### src/rtl/ps2_mouse_init_ctrl_if.sv
// ps2_mouse_init_ctrl_if
//   Bundles the control and PS/2 transceiver signals of the mouse init
//   controller. The clock and reset stay outside as plain ports.
//
//   Signals
//     start     : one-cycle request to run the init sequence
//     tx_data   : command byte presented to the PS/2 transmitter
//     tx_send   : one-cycle transmit request
//     tx_ok     : one-cycle pulse, frame sent and acknowledged at bit level
//     tx_err    : one-cycle pulse, transmitter abort or line error
//     rx_valid  : one-cycle pulse, rx_data holds a received byte
//     rx_data   : received byte (meaningful only while rx_valid=1)
//     busy      : sequence in progress
//     done      : sequence completed
//     fail      : sequence gave up after too many attempts
//     state     : current state code, for LED debug
//     retries   : attempts consumed since the last start
//
//   Handshake: every request/response here is a single-cycle pulse with no
//   back-pressure. A pulse is sampled on the one rising edge at which it is
//   high; the sender never holds it and the receiver never stalls it.
//
//   master : the controller side
//   slave  : the transceiver/host side
interface ps2_mouse_init_ctrl_if;
   logic       start;
   logic [7:0] tx_data;
   logic       tx_send;
   logic       tx_ok;
   logic       tx_err;
   logic       rx_valid;
   logic [7:0] rx_data;
   logic       busy;
   logic       done;
   logic       fail;
   logic [3:0] state;
   logic [1:0] retries;

   modport master (
      input  start, tx_ok, tx_err, rx_valid, rx_data,
      output tx_data, tx_send, busy, done, fail, state, retries
   );

   modport slave (
      output start, tx_ok, tx_err, rx_valid, rx_data,
      input  tx_data, tx_send, busy, done, fail, state, retries
   );
endinterface

### src/rtl/ps2_mouse_init_ctrl.sv
// ps2_mouse_init_ctrl
//   Brings up a PS/2 mouse: sends Reset (0xFF), expects ACK (0xFA), the
//   self-test pass code (0xAA) and the device ID (0x00), then sends Enable
//   Data Reporting (0xF4) and expects ACK (0xFA). Any wrong byte, transmit
//   error or timeout consumes one attempt and restarts from Reset; a Resend
//   (0xFE) in place of an ACK repeats just that command. After MAX_RETRY
//   attempts the block parks in FAIL.
//
//   Ports
//     qzt_clk : sole clock, rising edge
//     reset_n : asynchronous active-low reset
//     bus     : ps2_mouse_init_ctrl_if.master (see interface header)
//
//   Parameters
//     ACK_TIMEOUT : cycles allowed for each tx-completion or ACK wait
//     BAT_TIMEOUT : cycles allowed for the self-test and ID waits
//     MAX_RETRY   : failed attempts before FAIL (1..3, retries is 2 bits)
module ps2_mouse_init_ctrl #(
   parameter int ACK_TIMEOUT = 1_000_000,
   parameter int BAT_TIMEOUT = 50_000_000,
   parameter int MAX_RETRY   = 3
) (
   input  logic                  qzt_clk,
   input  logic                  reset_n,
   ps2_mouse_init_ctrl_if.master bus
);

   localparam int CNT_MAX = (ACK_TIMEOUT > BAT_TIMEOUT) ? ACK_TIMEOUT : BAT_TIMEOUT;
   localparam int CW      = $clog2(CNT_MAX + 1);
   localparam logic [CW-1:0] ACK_LAST  = CW'(ACK_TIMEOUT - 1);
   localparam logic [CW-1:0] BAT_LAST  = CW'(BAT_TIMEOUT - 1);
   localparam logic [2:0]    RETRY_MAX = 3'(MAX_RETRY);

   typedef enum logic [3:0] {
      IDLE         = 4'd0,
      SEND_RST     = 4'd1,
      WAIT_TX_RST  = 4'd2,
      WAIT_ACK_RST = 4'd3,
      WAIT_BAT     = 4'd4,
      WAIT_ID      = 4'd5,
      SEND_EN      = 4'd6,
      WAIT_TX_EN   = 4'd7,
      WAIT_ACK_EN  = 4'd8,
      DONE         = 4'd9,
      FAIL         = 4'd10
   } state_t;

   state_t        state_q, state_d, retry_tgt;
   logic [1:0]    retries_q, retries_d;
   logic [2:0]    retry_cnt;
   logic [7:0]    tx_data_q;
   logic [CW-1:0] cnt_q;
   logic          ack_wait, bat_wait, expired, do_retry;

   assign ack_wait  = state_q inside {WAIT_TX_RST, WAIT_ACK_RST, WAIT_TX_EN, WAIT_ACK_EN};
   assign bat_wait  = state_q inside {WAIT_BAT, WAIT_ID};
   assign expired   = (ack_wait && (cnt_q == ACK_LAST)) || (bat_wait && (cnt_q == BAT_LAST));
   assign retry_cnt = {1'b0, retries_q} + 3'd1;

   // A received byte is always decoded before the timeout is considered, so
   // a byte arriving on the expiry cycle still counts.
   always_comb begin
      state_d   = state_q;
      retries_d = retries_q;
      do_retry  = 1'b0;
      retry_tgt = SEND_RST;
      case (state_q)
         IDLE, DONE, FAIL: begin
            if (bus.start) begin
               state_d   = SEND_RST;
               retries_d = '0;
            end
         end
         SEND_RST: state_d = WAIT_TX_RST;
         SEND_EN:  state_d = WAIT_TX_EN;
         WAIT_TX_RST, WAIT_TX_EN: begin
            // tx_err outranks a coincident tx_ok.
            if (bus.tx_err)     do_retry = 1'b1;
            else if (bus.tx_ok) state_d  = (state_q == WAIT_TX_RST) ? WAIT_ACK_RST : WAIT_ACK_EN;
            else if (expired)   do_retry = 1'b1;
         end
         WAIT_ACK_RST: begin
            // Resend here targets SEND_RST, the same as the generic retry.
            if (bus.rx_valid) begin
               if (bus.rx_data == 8'hFA) state_d  = WAIT_BAT;
               else                      do_retry = 1'b1;
            end else if (expired) do_retry = 1'b1;
         end
         WAIT_BAT: begin
            if (bus.rx_valid) begin
               if (bus.rx_data == 8'hAA) state_d  = WAIT_ID;
               else                      do_retry = 1'b1;
            end else if (expired) do_retry = 1'b1;
         end
         WAIT_ID: begin
            if (bus.rx_valid) begin
               if (bus.rx_data == 8'h00) state_d  = SEND_EN;
               else                      do_retry = 1'b1;
            end else if (expired) do_retry = 1'b1;
         end
         WAIT_ACK_EN: begin
            if (bus.rx_valid) begin
               do_retry = (bus.rx_data != 8'hFA);
               if (bus.rx_data == 8'hFA) state_d   = DONE;
               if (bus.rx_data == 8'hFE) retry_tgt = SEND_EN;
            end else if (expired) do_retry = 1'b1;
         end
         default: state_d = IDLE;
      endcase

      if (do_retry) begin
         retries_d = (retry_cnt > RETRY_MAX) ? retries_q : retry_cnt[1:0];
         state_d   = (retry_cnt >= RETRY_MAX) ? FAIL : retry_tgt;
      end
   end

   // tx_data is loaded on entry to a SEND state so it is already valid in
   // the tx_send cycle and then holds until the next SEND.
   always_ff @(posedge qzt_clk or negedge reset_n) begin
      if (!reset_n) begin
         state_q   <= IDLE;
         retries_q <= '0;
         tx_data_q <= '0;
         cnt_q     <= '0;
      end else begin
         state_q   <= state_d;
         retries_q <= retries_d;
         if (state_d == SEND_RST)     tx_data_q <= 8'hFF;
         else if (state_d == SEND_EN) tx_data_q <= 8'hF4;
         if (state_d != state_q)          cnt_q <= '0;
         else if (ack_wait || bat_wait)   cnt_q <= cnt_q + CW'(1);
      end
   end

   assign bus.tx_data = tx_data_q;
   assign bus.tx_send = (state_q == SEND_RST) || (state_q == SEND_EN);
   assign bus.busy    = !(state_q inside {IDLE, DONE, FAIL});
   assign bus.done    = (state_q == DONE);
   assign bus.fail    = (state_q == FAIL);
   assign bus.state   = state_q;
   assign bus.retries = retries_q;

endmodule

### src/flat_wrapper.sv
// flat-port wrapper written by rule: the top's interface ports become plain ports
module ps2_mouse_init_ctrl_flat 
#(
   parameter int ACK_TIMEOUT = 1_000_000,
   parameter int BAT_TIMEOUT = 50_000_000,
   parameter int MAX_RETRY   = 3
)
  (qzt_clk, reset_n, bus_start, bus_tx_ok, bus_tx_err, bus_rx_valid, bus_rx_data, bus_tx_data, bus_tx_send, bus_busy, bus_done, bus_fail, bus_state, bus_retries);
  ps2_mouse_init_ctrl_if bus_i ();
  input  logic qzt_clk;
  input  logic reset_n;
  input wire logic [$bits(bus_i.start)-1:0] bus_start;
  input wire logic [$bits(bus_i.tx_ok)-1:0] bus_tx_ok;
  input wire logic [$bits(bus_i.tx_err)-1:0] bus_tx_err;
  input wire logic [$bits(bus_i.rx_valid)-1:0] bus_rx_valid;
  input wire logic [$bits(bus_i.rx_data)-1:0] bus_rx_data;
  output wire logic [$bits(bus_i.tx_data)-1:0] bus_tx_data;
  output wire logic [$bits(bus_i.tx_send)-1:0] bus_tx_send;
  output wire logic [$bits(bus_i.busy)-1:0] bus_busy;
  output wire logic [$bits(bus_i.done)-1:0] bus_done;
  output wire logic [$bits(bus_i.fail)-1:0] bus_fail;
  output wire logic [$bits(bus_i.state)-1:0] bus_state;
  output wire logic [$bits(bus_i.retries)-1:0] bus_retries;
  assign bus_i.start = bus_start;
  assign bus_i.tx_ok = bus_tx_ok;
  assign bus_i.tx_err = bus_tx_err;
  assign bus_i.rx_valid = bus_rx_valid;
  assign bus_i.rx_data = bus_rx_data;
  assign bus_tx_data = bus_i.tx_data;
  assign bus_tx_send = bus_i.tx_send;
  assign bus_busy = bus_i.busy;
  assign bus_done = bus_i.done;
  assign bus_fail = bus_i.fail;
  assign bus_state = bus_i.state;
  assign bus_retries = bus_i.retries;
  ps2_mouse_init_ctrl #(.ACK_TIMEOUT(ACK_TIMEOUT), .BAT_TIMEOUT(BAT_TIMEOUT), .MAX_RETRY(MAX_RETRY)) u_core (.qzt_clk(qzt_clk), .reset_n(reset_n), .bus(bus_i));
endmodule
### config.mk
export PLATFORM = sky130hd
export DESIGN_NAME = ps2_mouse_init_ctrl_flat
export DESIGN_NICKNAME = d
export VERILOG_FILES = /design/src/rtl/ps2_mouse_init_ctrl_if.sv /design/src/rtl/ps2_mouse_init_ctrl.sv /design/src/flat_wrapper.sv
export SDC_FILE = /design/constraint.sdc
export NUM_CORES = 1
export LEC_CHECK = 0
export ABC_AREA = 1
export BUFFER_PORTS_ARGS = -buffer_cell sky130_fd_sc_hd__buf_2
export CELL_PAD_IN_SITES_DETAIL_PLACEMENT = 1
export CELL_PAD_IN_SITES_GLOBAL_PLACEMENT = 1
export CORE_MARGIN = 4
export CORE_UTILIZATION = 42
export DETAILED_ROUTE_END_ITERATION = 8
export PLACE_DENSITY_LB_ADDON = 0.1
export SLEW_MARGIN = 5
export SYNTH_ARGS = -nofsm -noshare
export SYNTH_HDL_FRONTEND = slang
export SYNTH_SLANG_ARGS = --single-unit
### constraint.sdc
create_clock -name qzt_clk -period 2.55 [get_ports qzt_clk]
set_input_delay 0.51 -clock qzt_clk [delete_from_list [all_inputs] [get_ports qzt_clk]]
set_output_delay 0.51 -clock qzt_clk [all_outputs]
set_load 0.01 [all_outputs]
==> flow_metrics.tcl <==
set metrics [dict create \
    swShare_pct 49.66 \
    period_needed_ns 2.337 \
    final_cell_count_no_fill 504 \
    pwr-share-clk_pct 14.3 \
    intPower_mw 1.490 \
    hpwl_um 5941 \
    io_buffers 31 \
    cap_violations 0 \
    cts_made_buffers 5 \
    die_area_um2 7874 \
    synth_xor_area_share_pct 7.038 \
    seq_power_share_pct 21.7 \
    grt_max_degree 35 \
    hold_class "primary input to asynchronous set/reset pin" \
    cts_sinks 34 \
    h-tree-depth 2 \
    place.gp.congestion 0.8343 \
    synth_area_um2 2738 \
    hold_viol_final 0 \
    grt_pass1_vias 2581 \
    ant_nets 0 \
    root_buffer "clkbuf_8" \
    clk_latency_ns 0.29 \
    synth.distinct_cells 31 \
    route.detailed.drc 0 \
    placedCellCount 496 \
    r2r-start "u_core.cnt_q[1]" \
    grt_overflow_total 0 \
    post-route-util_pct 49.00 \
    slew_violations 0 \
    placed_cell_area_um2 3004 \
    crit_path_end_kind "flip-flop" \
    relSlewSlack_pct 47.96 \
    leakage_nw 1.473 \
    syn_inst 389 \
    p_comb_share_pct 64.0 \
    drt_wl_total_um 7147 \
    net-switching-power_mw 1.469 \
    synth_top_family_by_area "simple AND/OR/NAND/NOR gates" \
    tns_ns 0 \
    worstPathArrival_ns 2.55 \
    routed-via-count 2573 \
    start_util_pct 43.11 \
    coreArea_um2 6350 \
    r2r_slack_ns 0.21 \
    peakVddDrop_uv 840.3 \
    avgSynthCellArea_um2 7.038 \
    max_freq_mhz 427.9 \
    io_pins 32 \
    yosys_warnings 0 \
    synth_compound_area_share_pct 2.559 \
    die_w_um 88.74 \
    grt_pass1_wl_um 12180 \
    cts_setup_buffers 0 \
    antenna_found_initial 0 \
    path_max_fanout 9 \
    cts_tree "built" \
    first_pass_iters 6 \
    rsz0062_at_grt "no" \
    yosys.area_share.adder_pct 1.371 \
    nets 443 \
    setup_violations 0 \
    diodes 0 \
    start_kind "flip-flop" \
    synthMuxAreaShare_pct 0.3656 \
    status "finished, final reports clean" \
    area_growth_syn_to_layout_pct 13.67 \
    fillers 836 \
    power_density_nw_per_um2 950.9 \
    layout-drive-gt1-share_pct 24.59 \
    cts_max_path_buffers 2 \
    clk_pin_slew_worst_paths_ns 0.07 \
    reg2reg_to "u_core.cnt_q[22]" \
    synth_simple_gate_area_share_pct 46.34 \
    vias_per_cell 5.105 \
    critPathRequiredTime_ns 2.77 \
    seq_area_um2 850.8 \
    wl_per_cell_um 14.18 \
    r2r_cells 16 \
    multi_input_area_um2 1592 \
    finalCritPeriodShare_pct 91.65 \
    synth_seq_cells 34 \
    gr-usage-all-layers_pct 19.73 \
    fin_skew_ns 0.003273 \
    timing.setup.critical_path_class "flip-flop to flip-flop" \
    rows 29 \
    drt_iter0_drc 74 \
    tightest_slew_ns 0.7805 \
    ys_seq_area_share_pct 31.08 \
    synth_fp_nets 406 \
    die_h_um 88.74 \
    final_cell_area_um2 3112 \
]
placed cells by master (no fill, tap or decap), types with 2 or more instances in the layout:
cell type | synthesis | routed
nand3_1 | 36 | 35
xor2_1 | 20 | 20
buf_2 | 2 | 31
ha_1 | 3 | 3
nand2_4 | 5 | 5
nor3_1 | 13 | 13
buf_4 | 7 | 7
or2_2 | 2 | 2
o211ai_1 | 3 | 3
nand2_2 | 5 | 5
nor2_2 | 14 | 17
nand2_1 | 89 | 89
nand3b_1 | 4 | 4
nand3_2 | 5 | 6
nand4_1 | 5 | 5
nor2_4 | 14 | 14
inv_2 | 5 | 5
clkbuf_8 | 0 | 6
nor2_1 | 56 | 53
dfrtp_1 | 34 | 34
inv_1 | 51 | 51
buf_12 | 1 | 3
o21ai_0 | 5 | 5
xnor2_1 | 2 | 2
layer usage:
metal | global-route usage, % | wire length, um
met1 | 26.46 | 3395
met2 | 33.00 | 3304
met3 | 3.073 | 327
met4 | 5.220 | 120
met5 | 0 | 0
cell type report:
type	count	share of cell area [%]
Tap cell	77	3.096
Multi-Input combinational cell	288	51.15
Clock buffer	6	2.654
Inverter	56	6.755
Clock inverter	2	0.4021
Timing Repair Buffer	41	8.605
Sequential cell	34	27.34
sequential cells by signal (all words and copies together) (netlist names):
register	flops
u_core.cnt_q	26
u_core.bus.tx_data	2
u_core.bus.state	4
u_core.bus.retries	2
stage by stage:
stage,hold slack [ns],power [mW],setup WS (ns)
final,0.2983,2.959,0.2129
after global routing,0.3635,3.200,0.008254
after CTS,0.3244,2.997,0.1382
after detailed placement,0.5141,2.561,0.08368
after global placement,0.5065,2.509,0.09286
after floorplan,0.2144,1.985,0.4994
logic make-up after synthesis:
| logic type | after synthesis |
|---|---|
| mux | 1 |
| xor+xnor | 22 |
| simple gates | 251 |
| compound gates | 11 |
| flops | 34 |
| fa+ha+maj | 3 |
| buf+inv | 67 |
power by group through the flow:
stage | logic, mW | clock network, mW | registers, mW
2_1_floorplan | 1.33 | 0 | 0.656
3_3_place_gp | 1.86 | 0 | 0.647
3_5_place_dp | 1.91 | 0 | 0.651
4_1_cts | 1.92 | 0.439 | 0.641
5_1_grt | 2.08 | 0.466 | 0.652
6_report | 1.89 | 0.422 | 0.643
how the worst max path moves through the flow:
stage | startpoint | slack [ns] | to
after floorplan | u_core.bus.state[1] | 0.50 | u_core.cnt_q[11]
after global routing | u_core.cnt_q[1] | 0.008 | u_core.cnt_q[22]
after CTS | u_core.cnt_q[1] | 0.14 | u_core.cnt_q[22]
after global placement | bus_rx_valid | 0.09 | u_core.cnt_q[10]
final | u_core.cnt_q[1] | 0.21 | u_core.cnt_q[22]
after detailed placement | bus_rx_valid | 0.08 | u_core.cnt_q[22]
synth_stat cells:
library cell,n,area (um^2)
a21oi_1,1,5.000
nand3_1,36,180.2
inv_2,5,18.77
buf_8,1,15.01
and3_1,1,6.260
nand2_4,5,56.30
nand2_2,5,31.28
nand4_1,5,31.28
ha_1,3,37.54
xor2_1,20,175.2
buf_4,7,52.55
mux2i_1,1,10.01
xnor2_1,2,17.52
nor2_2,14,87.58
buf_2,2,10.01
nor2_4,14,157.7
or2_2,2,12.51
nor2_1,56,210.2
nor4_1,1,6.260
o21ai_0,5,25.02
dfrtp_1,34,850.8
o211ai_1,3,22.52
nand3_2,5,50.05
buf_12,1,20.02
o21ai_1,1,5.000
nand3b_1,4,30.03
nor3_1,13,65.06
nand2_1,89,334.1
inv_1,51,191.4
o211ai_2,1,12.51
nor3_2,1,10.01
repair_timing:
action,CTS,global route
hold buffers,0,0
gates resized for setup,0,4
endpoints found under the setup margin,0,21
critical path: stages, from the launching register on:
cell and delay [ns]:
dfrtp_1 0.37, ha_1 0.17, nand2_1 0.08, nor2_2 0.13
nand3_1 0.13, nor2_1 0.17, nand3_2 0.12, nand3_2 0.09
nand2_4 0.09, nand2_4 0.12, nand2_1 0.07, nand3_1 0.06
nand2_1 0.08, nor2_2 0.15, nand2_4 0.15, buf_12 0.19
nor2_1 0.09
No activity file was read; power rests on OpenSTA's default activity.
